$ cat config.mk
export PLATFORM = sky130hd
export DESIGN_NAME = mips_multicycle_ctrl
export DESIGN_NICKNAME = d
export VERILOG_FILES = /design/src/rtl/mips_multicycle_ctrl.sv
export SDC_FILE = /design/constraint.sdc
export NUM_CORES = 1
export LEC_CHECK = 0
export ABC_AREA = 1
export BUFFER_PORTS_ARGS = -buffer_cell sky130_fd_sc_hd__buf_2
export CAP_MARGIN = 5
export CORE_UTILIZATION = 59
export DETAILED_ROUTE_END_ITERATION = 12
export PLACE_DENSITY = 0.85
export SYNTH_ARGS = -nofsm -noshare
export SYNTH_HDL_FRONTEND = slang
export SYNTH_SLANG_ARGS = --single-unit
$ cat constraint.sdc
create_clock -name clk -period 2.3 [get_ports clk]
set_input_delay 0.115 -clock clk [delete_from_list [all_inputs] [get_ports clk]]
set_output_delay 0.115 -clock clk [all_outputs]
set_load 0.03 [all_outputs]
$ cat src/rtl/mips_multicycle_ctrl.sv
// Multi-cycle MIPS control FSM (Moore style).
// Steps each instruction through fetch, decode, execute, memory and
// writeback. It drives every datapath enable and mux select, including
// ext_op, and counts retired instructions.
// Optional build macro ILLEGAL_OP_TRAP_EN: when it is defined, an illegal
// opcode sends the FSM to a sticky TRAP state. When it is not defined, an
// illegal opcode is retired as a NOP.
module mips_multicycle_ctrl #(
    parameter int CNT_W = 32
) (
    input  logic             clk,
    input  logic             rst_n,
    input  logic [5:0]       opcode,
    input  logic [5:0]       funct,
    input  logic             mem_ready,
    output logic             pc_write,
    output logic             pc_write_cond,
    output logic             i_or_d,
    output logic             mem_read,
    output logic             mem_write,
    output logic             ir_write,
    output logic             mem_to_reg,
    output logic             reg_dst,
    output logic             reg_write,
    output logic             alu_src_a,
    output logic [1:0]       alu_src_b,
    output logic [2:0]       alu_ctrl,
    output logic [1:0]       pc_source,
    output logic             ext_op,
    output logic [3:0]       state,
    output logic [CNT_W-1:0] instr_count,
    output logic             illegal_op
);

    typedef enum logic [3:0] {
        S_FETCH     = 4'd0,
        S_DECODE    = 4'd1,
        S_MEM_ADDR  = 4'd2,
        S_MEM_READ  = 4'd3,
        S_MEM_WB    = 4'd4,
        S_MEM_WRITE = 4'd5,
        S_R_EXEC    = 4'd6,
        S_R_WB      = 4'd7,
        S_BRANCH    = 4'd8,
        S_JUMP      = 4'd9,
        S_I_EXEC    = 4'd10,
        S_I_WB      = 4'd11,
        S_TRAP      = 4'd12
    } state_t;

    localparam logic [5:0] OP_RTYPE = 6'b000000;
    localparam logic [5:0] OP_LW    = 6'b100011;
    localparam logic [5:0] OP_SW    = 6'b101011;
    localparam logic [5:0] OP_BEQ   = 6'b000100;
    localparam logic [5:0] OP_J     = 6'b000010;
    localparam logic [5:0] OP_ADDI  = 6'b001000;
    localparam logic [5:0] OP_ANDI  = 6'b001100;
    localparam logic [5:0] OP_ORI   = 6'b001101;

    localparam logic [2:0] ALU_ADD = 3'b010;
    localparam logic [2:0] ALU_SUB = 3'b110;
    localparam logic [2:0] ALU_AND = 3'b000;
    localparam logic [2:0] ALU_OR  = 3'b001;
    localparam logic [2:0] ALU_SLT = 3'b111;

    state_t     cur_state, nxt_state;
    logic [5:0] op_q, fn_q;
    logic       retire;
    logic       pw_raw, pwc_raw, mw_raw, irw_raw, rw_raw;

    // State register
    always_ff @(posedge clk or negedge rst_n) begin
        if (!rst_n) cur_state <= S_FETCH;
        else        cur_state <= nxt_state;
    end

    // Capture opcode/funct in DECODE; later states rely only on these copies
    always_ff @(posedge clk or negedge rst_n) begin
        if (!rst_n) begin
            op_q <= 6'd0;
            fn_q <= 6'd0;
        end else if (cur_state == S_DECODE) begin
            op_q <= opcode;
            fn_q <= funct;
        end
    end

    // Retired-instruction counter, wraps naturally
    always_ff @(posedge clk or negedge rst_n) begin
        if (!rst_n)      instr_count <= '0;
        else if (retire) instr_count <= instr_count + {{(CNT_W-1){1'b0}}, 1'b1};
    end

`ifdef ILLEGAL_OP_TRAP_EN
    logic illegal_q;

    // Sticky flag set on entry to TRAP, cleared only by reset
    always_ff @(posedge clk or negedge rst_n) begin
        if (!rst_n)                      illegal_q <= 1'b0;
        else if (nxt_state == S_TRAP)    illegal_q <= 1'b1;
    end

    assign illegal_op = illegal_q;
`else
    assign illegal_op = 1'b0;
`endif

    // Next-state logic and Moore output decode
    always_comb begin
        nxt_state  = cur_state;
        retire     = 1'b0;
        pw_raw     = 1'b0;
        pwc_raw    = 1'b0;
        mw_raw     = 1'b0;
        irw_raw    = 1'b0;
        rw_raw     = 1'b0;
        i_or_d     = 1'b0;
        mem_read   = 1'b0;
        mem_to_reg = 1'b0;
        reg_dst    = 1'b0;
        alu_src_a  = 1'b0;
        alu_src_b  = 2'b00;
        alu_ctrl   = 3'b000;
        pc_source  = 2'b00;
        case (cur_state)
            S_FETCH: begin
                mem_read  = 1'b1;
                alu_src_b = 2'b01;
                alu_ctrl  = ALU_ADD;
                if (mem_ready) begin
                    irw_raw   = 1'b1;
                    pw_raw    = 1'b1;
                    nxt_state = S_DECODE;
                end
            end
            S_DECODE: begin
                alu_src_b = 2'b11;
                alu_ctrl  = ALU_ADD;
                case (opcode)
                    OP_RTYPE:                  nxt_state = S_R_EXEC;
                    OP_LW, OP_SW:              nxt_state = S_MEM_ADDR;
                    OP_BEQ:                    nxt_state = S_BRANCH;
                    OP_J:                      nxt_state = S_JUMP;
                    OP_ADDI, OP_ANDI, OP_ORI:  nxt_state = S_I_EXEC;
                    default: begin
`ifdef ILLEGAL_OP_TRAP_EN
                        nxt_state = S_TRAP;
`else
                        nxt_state = S_FETCH;
                        retire    = 1'b1;
`endif
                    end
                endcase
            end
            S_MEM_ADDR: begin
                alu_src_a = 1'b1;
                alu_src_b = 2'b10;
                alu_ctrl  = ALU_ADD;
                nxt_state = (op_q == OP_LW) ? S_MEM_READ : S_MEM_WRITE;
            end
            S_MEM_READ: begin
                mem_read = 1'b1;
                i_or_d   = 1'b1;
                if (mem_ready) nxt_state = S_MEM_WB;
            end
            S_MEM_WB: begin
                rw_raw     = 1'b1;
                mem_to_reg = 1'b1;
                nxt_state  = S_FETCH;
                retire     = 1'b1;
            end
            S_MEM_WRITE: begin
                mw_raw = 1'b1;
                i_or_d = 1'b1;
                if (mem_ready) begin
                    nxt_state = S_FETCH;
                    retire    = 1'b1;
                end
            end
            S_R_EXEC: begin
                alu_src_a = 1'b1;
                case (fn_q)
                    6'b100010: alu_ctrl = ALU_SUB;
                    6'b100100: alu_ctrl = ALU_AND;
                    6'b100101: alu_ctrl = ALU_OR;
                    6'b101010: alu_ctrl = ALU_SLT;
                    default:   alu_ctrl = ALU_ADD;
                endcase
                nxt_state = S_R_WB;
            end
            S_R_WB: begin
                rw_raw    = 1'b1;
                reg_dst   = 1'b1;
                nxt_state = S_FETCH;
                retire    = 1'b1;
            end
            S_BRANCH: begin
                alu_src_a = 1'b1;
                alu_ctrl  = ALU_SUB;
                pwc_raw   = 1'b1;
                pc_source = 2'b01;
                nxt_state = S_FETCH;
                retire    = 1'b1;
            end
            S_JUMP: begin
                pw_raw    = 1'b1;
                pc_source = 2'b10;
                nxt_state = S_FETCH;
                retire    = 1'b1;
            end
            S_I_EXEC: begin
                alu_src_a = 1'b1;
                alu_src_b = 2'b10;
                case (op_q)
                    OP_ANDI: alu_ctrl = ALU_AND;
                    OP_ORI:  alu_ctrl = ALU_OR;
                    default: alu_ctrl = ALU_ADD;
                endcase
                nxt_state = S_I_WB;
            end
            S_I_WB: begin
                rw_raw    = 1'b1;
                nxt_state = S_FETCH;
                retire    = 1'b1;
            end
            S_TRAP: nxt_state = S_TRAP;
            default: nxt_state = S_FETCH;
        endcase
    end

    // Zero-extend only for logical immediates once the opcode has been latched
    assign ext_op = (cur_state == S_FETCH) || (cur_state == S_DECODE) ||
                    !((op_q == OP_ANDI) || (op_q == OP_ORI));

    // Write enables are held low for as long as reset is asserted
    assign pc_write      = pw_raw  & rst_n;
    assign pc_write_cond = pwc_raw & rst_n;
    assign mem_write     = mw_raw  & rst_n;
    assign ir_write      = irw_raw & rst_n;
    assign reg_write     = rw_raw  & rst_n;

    assign state = cur_state;

endmodule

==> run metrics, run 1 <==
Slew Limit Fails=0; mux cell area share after synthesis=0; Yosys cell types=25; Syn Std Cell Area=0.00328 sq mm; top cell type's share of synthesized area=0.366; top-count cell post-synth=nand2_1; CTS tree=built; Avg Cell Area, Syn=6.17 sq um; Yosys reg bits=48; largest net degree at the start of global routing=48; Congestion Overflow GR=0; Tot GR Track Use=0.302; Setup WS pre-CTS=0.543 ns; Max VDD drop=590 uV; critical path type=reg2out; largest family of logic cells by synthesized area=simple AND/OR/NAND/NOR gates; HP Class=in2reg; Crit Path Max Fanout=8; vias in the first global route=3160; Warnings, synthesis=0; CP Launch Type=flop; clk_lat worst skew=0.30 ns; CTS buffer count=5; antenna-violating nets left=0; Longest Clk Path Bufs=2; Post-Synth Adder-Cell Area=0.00381; WL/cell=12.4 um; Top Ports=70; clock-pin slew on the worst setup and hold paths=0.09 ns; DRT iter0 DRCs=335; final worst-path cycle share=0.839; # rows=26; Synthesized Nets=548; final hold violation count=0; Post-synth EDFFs=0; outcome=complete, no violations; port bufs=68; Max Cap Violations=0; most frequent cells after synthesis=223 x nand2_1, 83 x nor2_1, 59 x nand3_1, 52 x inv_1, 48 x dfrtp_1; initial antenna violation count=0; initial core utilization=0.626; RSZ-0062 raised after global routing=no; Overall Power=3.02 mW; final worst setup slack=0.371 ns; NumNets Final=617; first-pass GRT wire length=14400 um; final wirelength=8290 um; CTS sink cnt=48; Area Growth Syn to Fin=14.8%; Max H-tree Level=2; Storage cell area=0.00120 sq mm; top cell type by total area after synthesis=dfrtp_1; Setup TNS=0 ns; vias per cell=5.25; die footprint=0.00586 sq mm; Clock Skew=0.00938 ns; # setup viols final=0; Main synth FF type=dfrtp_1; Synth area leaders=dfrtp_1 37%, nand2_1 26%, nor2_1 9.5%; Core ar.=0.00524 sq mm; Pwr per Cell Area=801 mW/mm^2; area of the multi-input gates=0.00181 sq mm; RePlAce Congestion=0.905; Final min period=1.93 ns; Synth Area in Simple Gates=0.478; number of remaining DRC errors=0; DIE WIDTH=76.6 um; leak pwr=2.04 nW; post-synthesis sequential area ratio=0.366; layout cells sized above 1=0.155; Synth Area in XOR/XNOR=0.0320; Compound-Gate Fraction of Synth Area=0.0362; Async SR Flop Fraction=1.00; element type at the critical path end=output port; WP data arrival=1.81 ns; First-pass DRT Iterations=5; Root Driver=clkbuf_8; hpwl dp=6250 um; # Post-CTS Setup Buffers=0; Worst-Margin Slew=0.612 ns; Die Y=76.6 um; Diodes inserted=0; fillcell total=483; Worst EP required=2.18 ns; total number of vias=3525; Synth Instances=532; fmax=0.518 GHz; Slew headroom=0.592
-- timing repair --
action                    CTS  global route
hold buffers                1             0
hold endpoints to repair   48             0
gates resized for setup     0             0
-- per-layer routing --
layer	vias up	share of wire	wire length [um]	GRT usage
met2	144	0.45	3770	0.482
li1	1787	-	-	-
met3	9	0.068	563	0.0407
met4	0	0.010	84	0.0654
met1	1585	0.47	3880	0.438
met5	-	0	0	0
-- worst max-delay path: stages, from the launching register on --
cell	delay, ns
dfrtp_1	0.48
nor2_1	0.26
inv_1	0.11
nor2_1	0.23
inv_1	0.11
o21ai_0	0.10
buf_2	0.23
-- path summary, 6_finish.rpt --
kind	start	slack [ns]	to	cells past startpoint
max in group asynchronous	rst_n	1.39	fn_q[3]	3
worst min-delay path	funct[0]	0.02	fn_q[0]	3
worst min register to register	fn_q[4]	0.50	fn_q[4]	2
min in group asynchronous	rst_n	0.12	state[2]	2
worst max register to register	instr_count[0]	0.52	instr_count[30]	10
worst max-delay path	state[0]	0.37	alu_ctrl[2]	6
-- per-stage QoR --
step	hold slack [ns]	std cells	instance area, sq um	utilization
global placement	-0.0881	663	3680	0.702
CTS	0.0177	671	3760	0.719
detailed placement	-0.0877	663	3680	0.702
floorplan	-0.181	532	3280	-
global route	0.0261	671	3760	0.719
finish	0.0221	671	3760	0.719
-- cells in the final DEF (no fill, tap or decap) --
master / instances
nand2_1: 223
nor2_1: 83
buf_2: 68
nand3_1: 59
inv_1: 52
dfrtp_1: 48
o21ai_0: 15
xor2_1: 7
nand4_1: 5
xnor2_1: 5
clkbuf_8: 5
buf_4: 5
nand2_2: 4
nor2_4: 3
nor3_1: 3
inv_2: 2
nor2_2: 2
o21ai_2: 2
a21oi_1: 1
o22ai_1: 1
o211ai_1: 1
o21bai_1: 1
or2_2: 1
ha_1: 1
conb_1: 1
clkbuf_1: 1
clkinv_2: 1
dlygate4sd3_1: 1
-- kinds of logic (layout without fill, tap and decap cells) --
kind of cell / Yosys count / count (layout)
compound gates: 21 / 21
xor+xnor: 12 / 12
fa+ha+maj: 1 / 1
buf+inv: 66 / 135
flops: 48 / 48
other cells: 1 / 1
simple gates: 383 / 383
-- layout make-up --
type                    count  area share
multi-input cells         418       0.480
well taps                  70      0.0233
inverters                  54      0.0538
clock buffers               6      0.0193
clock inverters             1     0.00133
flip-flops and latches     48       0.319
repair buffers             74       0.103
-- state kept, by name, indices dropped and copies added, names as in the netlist --
register	flops
instr_count	32
fn_q	6
op_q	6
state	4
-- power by group --
group	leakage [nW]	internal [mW]	switching, mW
combinational	1.36	0.368	1.01
clock	0.0410	0.207	0.274
sequential	0.642	1.00	0.156
(Power assumes the default switching activity.)
==> run 2: changes to the inputs <==
- CORE_UTILIZATION: 59 -> 50
- PLACE_DENSITY: 0.85 -> 0.77
- clock period: 2.3 -> 1.54 ns (I/O delays scaled with it)
==> run metrics, run 2 (synthesis results as in run 1) <==
Slew Limit Fails=0 (unchanged); Pwr per Cell Area=1260 mW/mm^2 (was 801 mW/mm^2); clock-pin slew on the worst setup and hold paths=0.09 ns (about the same); # rows=29 (was 26); biggest regs=instr_count: 32 flops, fn_q: 6 flops, op_q: 6 flops (unchanged); hold_sp=opcode[0] (was funct[0]); Clock Skew=0.00928 ns (was 0.00938 ns); largest net degree at the start of global routing=33 (was 48); number of remaining DRC errors=0 (unchanged); antenna-violating nets left=0 (unchanged); vias in the first global route=3451 (was 3160); element type at the critical path end=output port (unchanged); leak pwr=2.30 nW (was 2.04 nW); Setup WS pre-CTS=0.0246 ns (was 0.543 ns); layout cells sized above 1=0.280 (was 0.155); outcome=finished with violations (was complete, no violations); # setup viols final=13 (was 0); Diodes inserted=0 (unchanged); clk_lat worst skew=0.31 ns (was 0.30 ns); Worst Hold End=op_q[0] (was fn_q[0]); Congestion Overflow GR=0 (unchanged); flop2flop setup slack=0 ns (was 0.52 ns); final worst-path cycle share=1.10; RSZ-0062 raised after global routing=yes (was no); FF-to-FF path depth=8 (was 10); failing checks=setup timing; Reg with most FFs=instr_count (unchanged); Max VDD drop=999 uV (was 590 uV); Psw=2.52 mW (was 1.44 mW); Final min period=1.69 ns; Crit Path Max Fanout=6 (was 8); Max Cap Violations=0 (unchanged); Area Growth Syn to Fin=35.6% (was 14.8%); Tot GR Track Use=0.282 (was 0.302); Root Driver=clkbuf_8 (unchanged); port bufs=68 (unchanged); P_int=3.09 mW (was 1.58 mW); Max H-tree Level=2 (unchanged); Longest Clk Path Bufs=2 (unchanged); WL/cell=13.5 um (was 12.4 um); commonest non-fill, non-tap cell in the layout=nand2_1 (unchanged); initial core utilization=0.517 (was 0.626); first-pass GRT wire length=15900 um (was 14400 um); part of the power in combinational logic=0.523 (was 0.456); RR Startpoint=state[3] (was instr_count[0]); hpwl dp=6890 um (was 6250 um); RePlAce Congestion=0.970 (was 0.905); Overall Power=5.61 mW (was 3.02 mW); initial antenna violation count=0 (unchanged); Worst EP required=1.46 ns (was 2.18 ns); WP data arrival=1.62 ns (was 1.81 ns); Hold Path Cell Cnt=3 (unchanged); die footprint=0.00689 sq mm (was 0.00586 sq mm); fmax=0.590 GHz; First-pass DRT Iterations=7 (was 5); clock network fraction of total power=0.168 (was 0.160); final hold violation count=0 (unchanged); CP Launch Type=flop (unchanged); Reg-to-Reg End=state[2] (was instr_count[30]); CTS tree=built (unchanged); Sequential Power Share=0.309 (was 0.385); DRT iter0 DRCs=329 (was 335); Sw Share=0.449 (was 0.476); vias per cell=5.31 (was 5.25); most frequent cells in the layout=216 x nand2_1, 66 x nor2_1, 57 x nand3_1 (was 223 x nand2_1, 83 x nor2_1, 68 x buf_2); NumNets Final=662 (was 617); final wirelength=9790 um (was 8290 um); Core ar.=0.00635 sq mm (was 0.00524 sq mm); DIE WIDTH=83 um (was 76.6 um); Largest register FFs=32 (unchanged); Top Ports=70 (unchanged); critical path type=reg2out (unchanged); total number of vias=3844 (was 3525); Die Y=83 um (was 76.6 um); CTS sink cnt=48 (unchanged); HP Class=in2reg (unchanged); CTS buffer count=5 (unchanged); final worst setup slack=-0.154 ns (was 0.371 ns)
## run 2: worst max-delay path by stage
stage / slack, ns / end / cells past startpoint / startpoint
2_1_floorplan: -0.04 / pc_write_cond / 5 / state[1]
3_3_place_gp: 0.07 / state[1] / 7 / state[0]
3_5_place_dp: 0.02 / alu_ctrl[0] / 9 / state[1]
4_1_cts: -0.07 / alu_ctrl[1] / 7 / state[2]
5_1_grt: -0.20 / alu_ctrl[0] / 9 / state[2]
6_report: -0.15 / ir_write / 5 / state[3]
## run 2: worst max-delay path, cell delays in order (launching register included)
cell and delay (ns):
dfrtp_2 0.48, nor2_2 0.24, buf_4 0.18, nand3_1 0.11, nor2_1 0.12, buf_4 0.17
## run 2: cell type report
type / instances / area, sq um
Multi-Input combinational cell: 418 / 1960
Fill cell: 517 / 1900
Sequential cell: 48 / 1210
Timing Repair Buffer: 118 / 853
Inverter: 54 / 206
Tap cell: 77 / 96.3
Clock buffer: 5 / 68.8
Clock inverter: 3 / 42.5
Timing Repair inverter: 1 / 7.51
## run 2: through the flow
| step | std cells | hold slack (ns) | setup TNS [ns] | cell area (sq um) | util |
|---|---|---|---|---|---|
| 5_1_grt | 724 | 0.0107 | -3.56 | 4450 | 0.700 |
| 2_1_floorplan | 532 | -0.219 | -0.0430 | 3320 | - |
| 6_report | 724 | 0.0114 | -1.32 | 4450 | 0.700 |
| 4_1_cts | 718 | 0.0104 | -0.314 | 4300 | 0.678 |
| 3_5_place_dp | 696 | 0.141 | 0 | 3960 | 0.624 |
| 3_3_place_gp | 696 | 0.144 | 0 | 3960 | 0.624 |
## run 2: power groups by stage
stage	clock network, mW	logic (mW)	registers, mW
global placement	0	2.41	1.74
finish	0.942	2.94	1.73
floorplan	0	1.46	1.88
global route	1.01	3.18	1.76
CTS	0.950	2.66	1.72
detailed placement	0	2.44	1.76
## run 2: layer usage
metal	wire (um)	vias up	track usage
met5	0	-	0
met4	149	0	0.0705
met3	637	20	0.0487
met2	4800	160	0.477
met1	4200	1784	0.375
li1	-	1880	-
## run 2: what timing repair did
item,CTS,global route
endpoints found under the hold margin,55,0
buffers inserted,6,5
resized for setup,40,35
cloned,0,1
pin swaps,4,5
endpoints found under the setup margin,13,58
hold buffers,8,0
==> run 3: changes to the inputs <==
- CELL_PAD_IN_SITES_DETAIL_PLACEMENT: default -> 0
- CELL_PAD_IN_SITES_GLOBAL_PLACEMENT: default -> 1
- CORE_UTILIZATION: 50 -> 34
- PLACE_DENSITY: 0.77 -> default
- PLACE_DENSITY_LB_ADDON: default -> 0.1
==> run metrics, run 3 (synthesis results as in run 1) <==
final worst-path cycle share=1.05 (was 1.10); NumNets Final=671 (was 662); number of remaining DRC errors=0 (unchanged); Slew headroom=0.581; Reg-to-Reg End=instr_count[5] (was state[2]); port bufs=68 (unchanged); Max H-tree Level=2 (unchanged); Worst-Margin Slew=0.629 ns; Sw Share=0.453 (was 0.449); Reg with most FFs=instr_count (unchanged); initial core utilization=0.353 (was 0.517); DRT iter0 DRCs=203 (was 329); antenna-violating nets left=0 (unchanged); Max Cap Violations=0 (unchanged); P_int=3.36 mW (was 3.09 mW); initial antenna violation count=0 (unchanged); Congestion Overflow GR=0 (unchanged); FF-to-FF path depth=10 (was 8); CTS tree=built (unchanged); Sequential Power Share=0.282 (was 0.309); vias in the first global route=3569 (was 3451); slowest CP cell=dfrtp_2 (unchanged); most frequent cells in the layout=200 x nand2_1, 70 x nor2_1, 55 x nand3_1 (was 216 x nand2_1, 66 x nor2_1, 57 x nand3_1); HP Class=in2reg (unchanged); Core ar.=0.00928 sq mm (was 0.00635 sq mm); fillcell total=983 (was 517); Crit Path Max Fanout=7 (was 6); largest net degree at the start of global routing=46 (was 33); outcome=finished with violations (unchanged); Final min period=1.62 ns (was 1.69 ns); Worst EP required=1.46 ns (about the same); die footprint=0.0100 sq mm (was 0.00689 sq mm); commonest non-fill, non-tap cell in the layout=nand2_1 (unchanged); hpwl dp=7520 um (was 6890 um); RSZ-0062 raised after global routing=yes (unchanged); vias per cell=4.79 (was 5.31); Diodes inserted=0 (unchanged); final hold slack=0.00635 ns (was 0.0114 ns); WL/cell=13.6 um (was 13.5 um); Overall Power=6.14 mW (was 5.61 mW); crit path cell chain=inv_2 > nor2_2 > nand2_1 > nor2_2 > nand2_1 > o21ai_2 > buf_4 (was nor2_2 > buf_4 > nand3_1 > nor2_1 > buf_4); RR Startpoint=state[0] (was state[3]); total number of vias=3762 (was 3844); leak pwr=2.40 nW (was 2.30 nW); first-pass GRT wire length=16900 um (was 15900 um); failing checks=setup timing (unchanged); biggest regs=instr_count: 32 flops, fn_q: 6 flops, op_q: 6 flops (unchanged); Largest register FFs=32 (unchanged); Longest Clk Path Bufs=2 (unchanged); final core utilization=0.502 (was 0.700); First-pass DRT Iterations=6 (was 7); CTS sink cnt=48 (unchanged); Root Driver=clkbuf_8 (unchanged); DIE WIDTH=100 um (was 83 um); part of the power in combinational logic=0.557 (was 0.523); # rows=35 (was 29); clk_lat worst skew=0.31 ns (about the same); Psw=2.78 mW (was 2.52 mW); crit-path max cell delay=0.46 ns (was 0.48 ns); flop2flop setup slack=-0.08 ns (was 0 ns); Hold Path Cell Cnt=3 (unchanged); Tot GR Track Use=0.214 (was 0.282); Top Ports=70 (unchanged); CTS buffer count=5 (unchanged); layout cells sized above 1=0.305 (was 0.280); final wirelength=10700 um (was 9790 um); Die Y=100 um (was 83 um); Clock Skew=0.0126 ns (was 0.00928 ns); # setup viols final=42 (was 13); final hold violation count=0 (unchanged); Setup WS pre-CTS=0.0194 ns (was 0.0246 ns); Area Growth Syn to Fin=42.2% (was 35.6%); element type at the critical path end=output port (unchanged); critical path type=reg2out (unchanged); clock network fraction of total power=0.161 (was 0.168); Max VDD drop=926 uV (was 999 uV); clock-pin slew on the worst setup and hold paths=0.10 ns (was 0.09 ns); Worst Hold End=op_q[4] (was op_q[0]); Slew Limit Fails=0 (unchanged); RePlAce Congestion=0.833 (was 0.970); CP Launch Type=flop (unchanged); WP data arrival=1.55 ns (was 1.62 ns); final worst setup slack=-0.0836 ns (was -0.154 ns); Pwr per Cell Area=1320 mW/mm^2 (was 1260 mW/mm^2); hold_sp=opcode[4] (was opcode[0]); fmax=0.616 GHz (was 0.590 GHz); Setup TNS=-2.03 ns (was -1.32 ns)
-- run 3: routing by layer --
metal	routed length [um]	vias to the layer above	track usage
li1	-	1892	-
met1	4680	1758	0.258
met2	5350	96	0.397
met3	445	16	0.0313
met4	210	0	0.0513
met5	0	-	0
-- run 3: critical path, delay by kind of cell, from the launching register on --
kind,cells,cell delay [ns]
buffers and inverters,2,0.22
DFF,1,0.46
and+or+nand+nor,4,0.51
AOI/OAI and AO/OA,1,0.05
-- run 3: how the worst max path moves through the flow --
| stage | end | slack [ns] | cells past startpoint | from |
|---|---|---|---|---|
| after floorplan | pc_write_cond | -0.04 | 5 | state[1] |
| after global placement | alu_ctrl[0] | 0.02 | 9 | state[1] |
| after detailed placement | alu_ctrl[0] | 0.02 | 9 | state[1] |
| after CTS | alu_ctrl[2] | -0.06 | 6 | state[1] |
| after global routing | pc_write | -0.16 | 7 | state[3] |
| final | pc_write | -0.08 | 7 | state[3] |
-- run 3: layout make-up --
cell class	count	area [sq um]	area share
timing repair buffer	128	951	0.204
sequential	48	1210	0.260
multi-input combinational	418	2020	0.432
clock inverter	3	46.3	0.00992
tap	129	161	0.0346
inverter	54	210	0.0451
clock buffer	5	68.8	0.0148
-- run 3: power by group through the flow --
| stage | clock [mW] | combinational (mW) | sequential (mW) |
|---|---|---|---|
| 2_1_floorplan | 0 | 1.46 | 1.88 |
| 3_3_place_gp | 0 | 2.50 | 1.74 |
| 3_5_place_dp | 0 | 2.52 | 1.74 |
| 4_1_cts | 1.01 | 2.70 | 1.71 |
| 5_1_grt | 1.05 | 3.69 | 1.76 |
| 6_report | 0.987 | 3.42 | 1.73 |
-- run 3: stage by stage --
stage / instance area (sq um) / instances
after floorplan: 3320 / 532
after global routing: 4660 / 785
after CTS: 4390 / 776
after detailed placement: 4060 / 754
after global placement: 4060 / 754
final: 4660 / 785
-- run 3: timing repair --
| action | CTS | global route |
|---|---|---|
| cloned | 0 | 3 |
| endpoints found under the setup margin | 12 | 53 |
| gates resized for setup | 32 | 58 |
| pin swaps | 4 | 5 |
| endpoints found under the hold margin | 10 | 0 |
| hold buffers | 8 | 0 |
| setup buffers | 6 | 6 |
